File: config.mk
export PLATFORM = sky130hd
export DESIGN_NAME = morse_decoder
export DESIGN_NICKNAME = d
export VERILOG_FILES = /design/src/rtl/morse_decoder.sv
export SDC_FILE = /design/constraint.sdc
export NUM_CORES = 1
export LEC_CHECK = 0
export CAP_MARGIN = 20
export CORE_MARGIN = 4
export CORE_UTILIZATION = 56
export CTS_CLUSTER_SIZE = 28
export DETAILED_ROUTE_END_ITERATION = 6
export PLACE_DENSITY_LB_ADDON = 0.05
export REMOVE_ABC_BUFFERS = 1
export SLEW_MARGIN = 10
export SYNTH_ARGS = -nofsm -noshare
export SYNTH_HDL_FRONTEND = slang
export SYNTH_SLANG_ARGS = --single-unit
File: constraint.sdc
create_clock -name clk_24 -period 5.2 [get_ports clk_24]
set_input_delay 0.52 -clock clk_24 [delete_from_list [all_inputs] [get_ports clk_24]]
set_output_delay 0.52 -clock clk_24 [all_outputs]
set_load 0.02 [all_outputs]
File: src/rtl/morse_decoder.sv
// Purpose : decodes a hand-keyed Morse signal into ASCII characters (A-Z, 0-9, '?' for bad letters,
//           space after a word pause).
// Latency : a character is presented one clk_24 cycle after its letter/word gap has elapsed.
// Backpressure: one-entry output register; a new character arriving while the previous one is
//           still unaccepted is dropped and the sticky overflow flag is raised.
// Ports   : clk_24 (24 MHz clock), rst (synchronous, active-low), key (raw key level, HI = mark),
//           out_valid/out_data/out_ready (valid-ready character stream), overflow (sticky drop flag),
//           busy (decoder not idle).
module morse_decoder #(
   parameter int UNIT_CYCLES = 1_200_000
) (
   input  logic       clk_24,
   input  logic       rst,
   input  logic       key,
   output logic       out_valid,
   output logic [7:0] out_data,
   input  logic       out_ready,
   output logic       overflow,
   output logic       busy
);

   localparam int CNT_W = $clog2(5 * UNIT_CYCLES + 1);
   localparam logic [CNT_W-1:0] CNT_MAX  = CNT_W'(5 * UNIT_CYCLES);
   localparam logic [CNT_W-1:0] CNT_DASH = CNT_W'(2 * UNIT_CYCLES);

   typedef enum logic [1:0] {IDLE, MARK, GAP, WORD_WAIT} state_t;

   state_t           state, state_nxt;
   logic             key_m, key_s, key_q;
   logic             key_rise, key_fall;
   logic [CNT_W-1:0] cnt;
   logic [6:0]       code;
   logic [2:0]       len;
   logic             err;
   logic             sym_push, letter_clr;
   logic             emit;
   logic [7:0]       emit_dat;

   // Map a received symbol pattern to ASCII. Bit n of code is the n-th symbol received
   // (1 = dash), so the binary literals below read as the Morse pattern reversed.
   function automatic logic [7:0] lookup(input logic [2:0] l, input logic [6:0] c, input logic e);
      logic [7:0] ch;
      ch = 8'h3F;
      case ({l, c})
         {3'd1, 7'b0000000}: ch = 8'h45; // E .
         {3'd1, 7'b0000001}: ch = 8'h54; // T -
         {3'd2, 7'b0000000}: ch = 8'h49; // I ..
         {3'd2, 7'b0000010}: ch = 8'h41; // A .-
         {3'd2, 7'b0000001}: ch = 8'h4E; // N -.
         {3'd2, 7'b0000011}: ch = 8'h4D; // M --
         {3'd3, 7'b0000000}: ch = 8'h53; // S ...
         {3'd3, 7'b0000100}: ch = 8'h55; // U ..-
         {3'd3, 7'b0000010}: ch = 8'h52; // R .-.
         {3'd3, 7'b0000110}: ch = 8'h57; // W .--
         {3'd3, 7'b0000001}: ch = 8'h44; // D -..
         {3'd3, 7'b0000101}: ch = 8'h4B; // K -.-
         {3'd3, 7'b0000011}: ch = 8'h47; // G --.
         {3'd3, 7'b0000111}: ch = 8'h4F; // O ---
         {3'd4, 7'b0000000}: ch = 8'h48; // H ....
         {3'd4, 7'b0001000}: ch = 8'h56; // V ...-
         {3'd4, 7'b0000100}: ch = 8'h46; // F ..-.
         {3'd4, 7'b0000010}: ch = 8'h4C; // L .-..
         {3'd4, 7'b0000110}: ch = 8'h50; // P .--.
         {3'd4, 7'b0001110}: ch = 8'h4A; // J .---
         {3'd4, 7'b0000001}: ch = 8'h42; // B -...
         {3'd4, 7'b0001001}: ch = 8'h58; // X -..-
         {3'd4, 7'b0000101}: ch = 8'h43; // C -.-.
         {3'd4, 7'b0001101}: ch = 8'h59; // Y -.--
         {3'd4, 7'b0000011}: ch = 8'h5A; // Z --..
         {3'd4, 7'b0001011}: ch = 8'h51; // Q --.-
         {3'd5, 7'b0011110}: ch = 8'h31; // 1 .----
         {3'd5, 7'b0011100}: ch = 8'h32; // 2 ..---
         {3'd5, 7'b0011000}: ch = 8'h33; // 3 ...--
         {3'd5, 7'b0010000}: ch = 8'h34; // 4 ....-
         {3'd5, 7'b0000000}: ch = 8'h35; // 5 .....
         {3'd5, 7'b0000001}: ch = 8'h36; // 6 -....
         {3'd5, 7'b0000011}: ch = 8'h37; // 7 --...
         {3'd5, 7'b0000111}: ch = 8'h38; // 8 ---..
         {3'd5, 7'b0001111}: ch = 8'h39; // 9 ----.
         {3'd5, 7'b0011111}: ch = 8'h30; // 0 -----
         default:            ch = 8'h3F;
      endcase
      if (e) ch = 8'h3F;
      return ch;
   endfunction

   // Two-flop synchronizer (key_m, key_s); key_q is key_s delayed, used only for edge detection.
   always_ff @(posedge clk_24) begin
      if (!rst) begin
         key_m <= 1'b0;
         key_s <= 1'b0;
         key_q <= 1'b0;
      end else begin
         key_m <= key;
         key_s <= key_m;
         key_q <= key_s;
      end
   end

   assign key_rise = key_s & ~key_q;
   assign key_fall = ~key_s & key_q;

   // Duration of the current key level; saturating keeps over-long marks classified as dashes.
   always_ff @(posedge clk_24) begin
      if (!rst) begin
         cnt <= '0;
      end else if (key_rise || key_fall) begin
         cnt <= '0;
      end else if (cnt != CNT_MAX) begin
         cnt <= cnt + 1'b1;
      end
   end

   always_ff @(posedge clk_24) begin
      if (!rst) state <= IDLE;
      else      state <= state_nxt;
   end

   always_comb begin
      state_nxt  = state;
      sym_push   = 1'b0;
      letter_clr = 1'b0;
      emit       = 1'b0;
      emit_dat   = 8'h00;
      case (state)
         IDLE: begin
            if (key_rise) state_nxt = MARK;
         end
         MARK: begin
            if (key_fall) begin
               sym_push  = 1'b1;
               state_nxt = GAP;
            end
         end
         GAP: begin
            if (key_rise) begin
               state_nxt = MARK;
            end else if (cnt == CNT_DASH) begin
               emit       = 1'b1;
               emit_dat   = lookup(len, code, err);
               letter_clr = 1'b1;
               state_nxt  = WORD_WAIT;
            end
         end
         WORD_WAIT: begin
            if (key_rise) begin
               state_nxt = MARK;
            end else if (cnt == CNT_MAX) begin
               emit      = 1'b1;
               emit_dat  = 8'h20;
               state_nxt = IDLE;
            end
         end
         default: state_nxt = IDLE;
      endcase
   end

   // Symbol accumulator; only seven symbols fit, anything beyond marks the letter as bad.
   always_ff @(posedge clk_24) begin
      if (!rst || letter_clr) begin
         code <= '0;
         len  <= '0;
         err  <= 1'b0;
      end else if (sym_push) begin
         if (len != 3'd7) begin
            code[len] <= (cnt >= CNT_DASH);
            len       <= len + 3'd1;
         end else begin
            err <= 1'b1;
         end
      end
   end

   // Output holding register. An emit coinciding with an accept simply replaces the
   // character being consumed; only an emit against a stalled character is a drop.
   always_ff @(posedge clk_24) begin
      if (!rst) begin
         out_valid <= 1'b0;
         out_data  <= 8'h00;
         overflow  <= 1'b0;
      end else if (emit) begin
         if (out_valid && !out_ready) begin
            overflow <= 1'b1;
         end else begin
            out_valid <= 1'b1;
            out_data  <= emit_dat;
         end
      end else if (out_valid && out_ready) begin
         out_valid <= 1'b0;
      end
   end

   assign busy = (state != IDLE);

endmodule

==> summary.txt <==
Run status
  – Status: finished clean

Synthesis
  – Synth Area in Compound Gates: around 20%
  – Synthesized area: 2860 µm²
  – Post-Synth XOR/XNOR Area: 6.43%
  – Yosys cell types: 58
  – Post-Syn Instances: about 360
  – Share of the synthesized area in the top cell type: 33.6%
  – Mean Syn Cell Area: 8.01 µm²
  – Asr flop ratio synth: 0%
  – FF+latch count, synth: 48
  – EDFF count, synth: 0
  – Yosys warning total: 0
  – Top-count cell post-synth: dfxtp_1
  – Prevailing post-synth register cell: dfxtp_1
  – Post-synthesis mux area share: around 1.2%
  – Largest cells by area after synthesis: dfxtp_1 34%, nor2_1 5.5%, xor2_1 3.4%, xnor2_1 3.1%, nand2_1 3.0%
  – Main combinational cell family by area after synthesis: simple AND/OR/NAND/NOR gates
  – Post-synth top cells: 48 x dfxtp_1, 42 x nor2_1, 23 x nand2_1
  – Simple-gate area share of the yosys netlist: a little under a third
  – Adder-cell share of the synthesized area: around 2.6%
  – Largest area contributor in the netlist: dfxtp_1
  – Sequential fraction of the synthesis area: 33.6%

Detailed routing
  – 1st-iter DRT viols: 381
  – # DRC: 0
  – Via density: between 6 and 7
  – Initial DRT Pass Iterations: 5
  – Routed WL per cell: approximately 15 µm
  – Final ANT Viol Nets: 0
  – Vias: 2581
  – Final wirelength: between 6 and 7 mm

Critical path
  – Critical path class: reg -> reg
  – Worst EP arrival: 2.73 ns
  – Crit-path max FO: 15
  – Critical path launch point type: flip-flop
  – Critical path endpoint category: flip-flop
  – Worst EP required: 5.40 ns

STA
  – Clk_skew: roughly 0.0085 ns
  – Max Clock Freq: 395 MHz
  – Rel. slew slack: 32.5%
  – Tmin final: 2.53 ns
  – Slew Viols, Final: 0
  – Actual slew at the worst max-slew pin: ~1.0 ns
  – RSZ-0062 raised after global routing: false
  – Total negative slack: 0 ns
  – Final count of negative-setup-slack endpoints: 0
  – Tcrit/Tclk final: 48.7%
  – Fin. Hold Viols: 0

Cells and area
  – Ratio of cells with drive above 1 in the final layout: 5.06%
  – Layout net count: about 370
  – Area Overhead vs Synth: 7.83%
  – Multi-input gate area: 1760 µm²
  – ANT cells: 0
  – Fillers: 429
  – Post-route insts no fill: 423
  – FF/Latch Area: 961 µm²

Clocking
  – CTS H-tree depth: 2
  – Post-CTS setup repair buffer count: 0
  – Clock-pin slew on the worst setup and hold paths: roughly 0.090 ns
  – CTS Sinks: 48
  – CTS root buf: clkbuf_8
  – Clk_lat worst skew: ~0.30 ns
  – PostCTS Resize Cnt: 0
  – Hold-fix buffers, CTS: 0
  – Num CTS Buffers: 5
  – Clock Path Buffers: 2
  – CTS tree: done

Global route
  – Antenna violations before repair: 0
  – GRT busiest layer: met1
  – Met3 Use GR: under 10%
  – First-pass GRT wire length: 11.0 mm
  – GRT met1 Usage: 31.4%
  – Largest net degree at the start of global routing: 24
  – Gr ovfl total: 0
  – GRT Total Usage: 21.6%
  – M2 GR Usage: 30.6%
  – Vias in the first global route: 2339

Floorplanning
  – Die ar.: 6310 µm²
  – Core Region: 4850 µm²
  – Top-Level Pins: 15
  – Die Y: 79.5 µm
  – Die Wd: 79.5 µm
  – Starting Density: 59.0%
  – Row cnt: 25

Placed design
  – DP HPWL: 4.34 mm
  – Global placer's final weighted congestion: slightly above 0.9
  – Placed cells: 415
  – Port Buffers: 13

Hold path
  – Worst Hold Class: reg -> reg

Power and ir drop
  – Proportion of power drawn by combinational gates: 3.8%
  – Clock power frac: a little under two fifths
  – Maximum VDD drop: around 0.15 mV
  – P_sw: 143 µW
  – Tot Pwr: around 630 µW
  – Pwr dens: about 200 nW/µm²
  – Static leakage: 1.05 nW
  – Switch share: 22.6%
  – Cell Int Power: 489 µW
  – Sequential Power Share: 59.3%

Flow run
  – Max-cap violations: 0
[layout by cell type, fill, tap and decap left out, drive strengths merged, types with 4 or more instances in the layout]
master and instances:
nor3 11, and3 8, o211ai 6, clkdlybuf4s50 13
nand4 6, o21ai 16, a21oi 14, nor2b 6
nand3b 4, a211oi 5, a311oi 5, xnor2 10
clkbuf 6, nand4b 4, nor3b 5, nand2b 7
nor2 42, nand3 15, ha 6, or3 6
xor2 11, nor4 5, nand2 23, a31oi 5
inv 14, dfxtp 48, and2 12, a22o 6
[final cells by class]
type | count | share of cell area, %
clock buffer | 6 | 2.68
clock inverter | 2 | 0.446
inverter | 13 | 1.58
multi-input combinational | 274 | 57.2
sequential | 48 | 31.2
tap | 67 | 2.72
timing repair buffer | 13 | 4.22
[worst paths after layout]
path	slack, ns	startpoint	cells after the start	end
setup / recovery	2.67	len[1]	6	out_data[4]
hold / removal	0.44	key_m	1	key_s
setup reg to reg	2.67	len[1]	6	out_data[4]
hold reg to reg	0.44	key_m	1	key_s
[stage by stage]
stage                     setup slack [ns]  area [µm²]  hold slack [ns]  utilization (%)
after floorplan                       2.94        2770            0.412                -
after global placement                2.79        2990            0.414             61.6
after detailed placement              2.73        2990            0.428             61.6
after CTS                             2.72        3080            0.451             63.6
after global routing                  2.50        3080            0.470             63.6
final                                 2.67        3080            0.444             63.6
[logic make-up (layout without fill, tap and decap cells)]
kind of cell / count (synthesis) / in the layout
AO/OA/AOI/OAI: 79 / 79
adder cells (fa/ha/maj): 6 / 6
flip-flops: 48 / 48
AND/OR/NAND/NOR: 164 / 164
other: 1 / 1
XOR/XNOR: 21 / 21
buffers and inverters: 35 / 34
multiplexers: 3 / 3
[worst max-delay path, cell delays in order, from the launching register on]
cell      delay [ns]
dfxtp_1         0.62
nor2b_1         0.63
and3_1          0.31
a31oi_1         0.11
o211ai_1        0.32
o211ai_1        0.19
a22o_1          0.25
[per-layer routing]
layer / vias to the layer above / part of all wire [%]
met1: 1141 / 48
met5: - / 0
met2: 133 / 41
li1: 1290 / -
met4: 0 / 1.6
met3: 17 / 9.8
[state kept, by name (all words and copies together) (netlist names), 2 cells and up]
register,flops
state,2
cnt,23
len,3
out_data,7
code,7
[power by group through the flow]
stage	registers, mW	clock network, mW	logic, mW
final	0.374	0.233	0.0240
after detailed placement	0.383	0	0.0243
after global routing	0.375	0.259	0.0279
after CTS	0.374	0.242	0.0246
after floorplan	0.382	0	0.0161
after global placement	0.383	0	0.0238
Power figures use the tool's default switching activity.
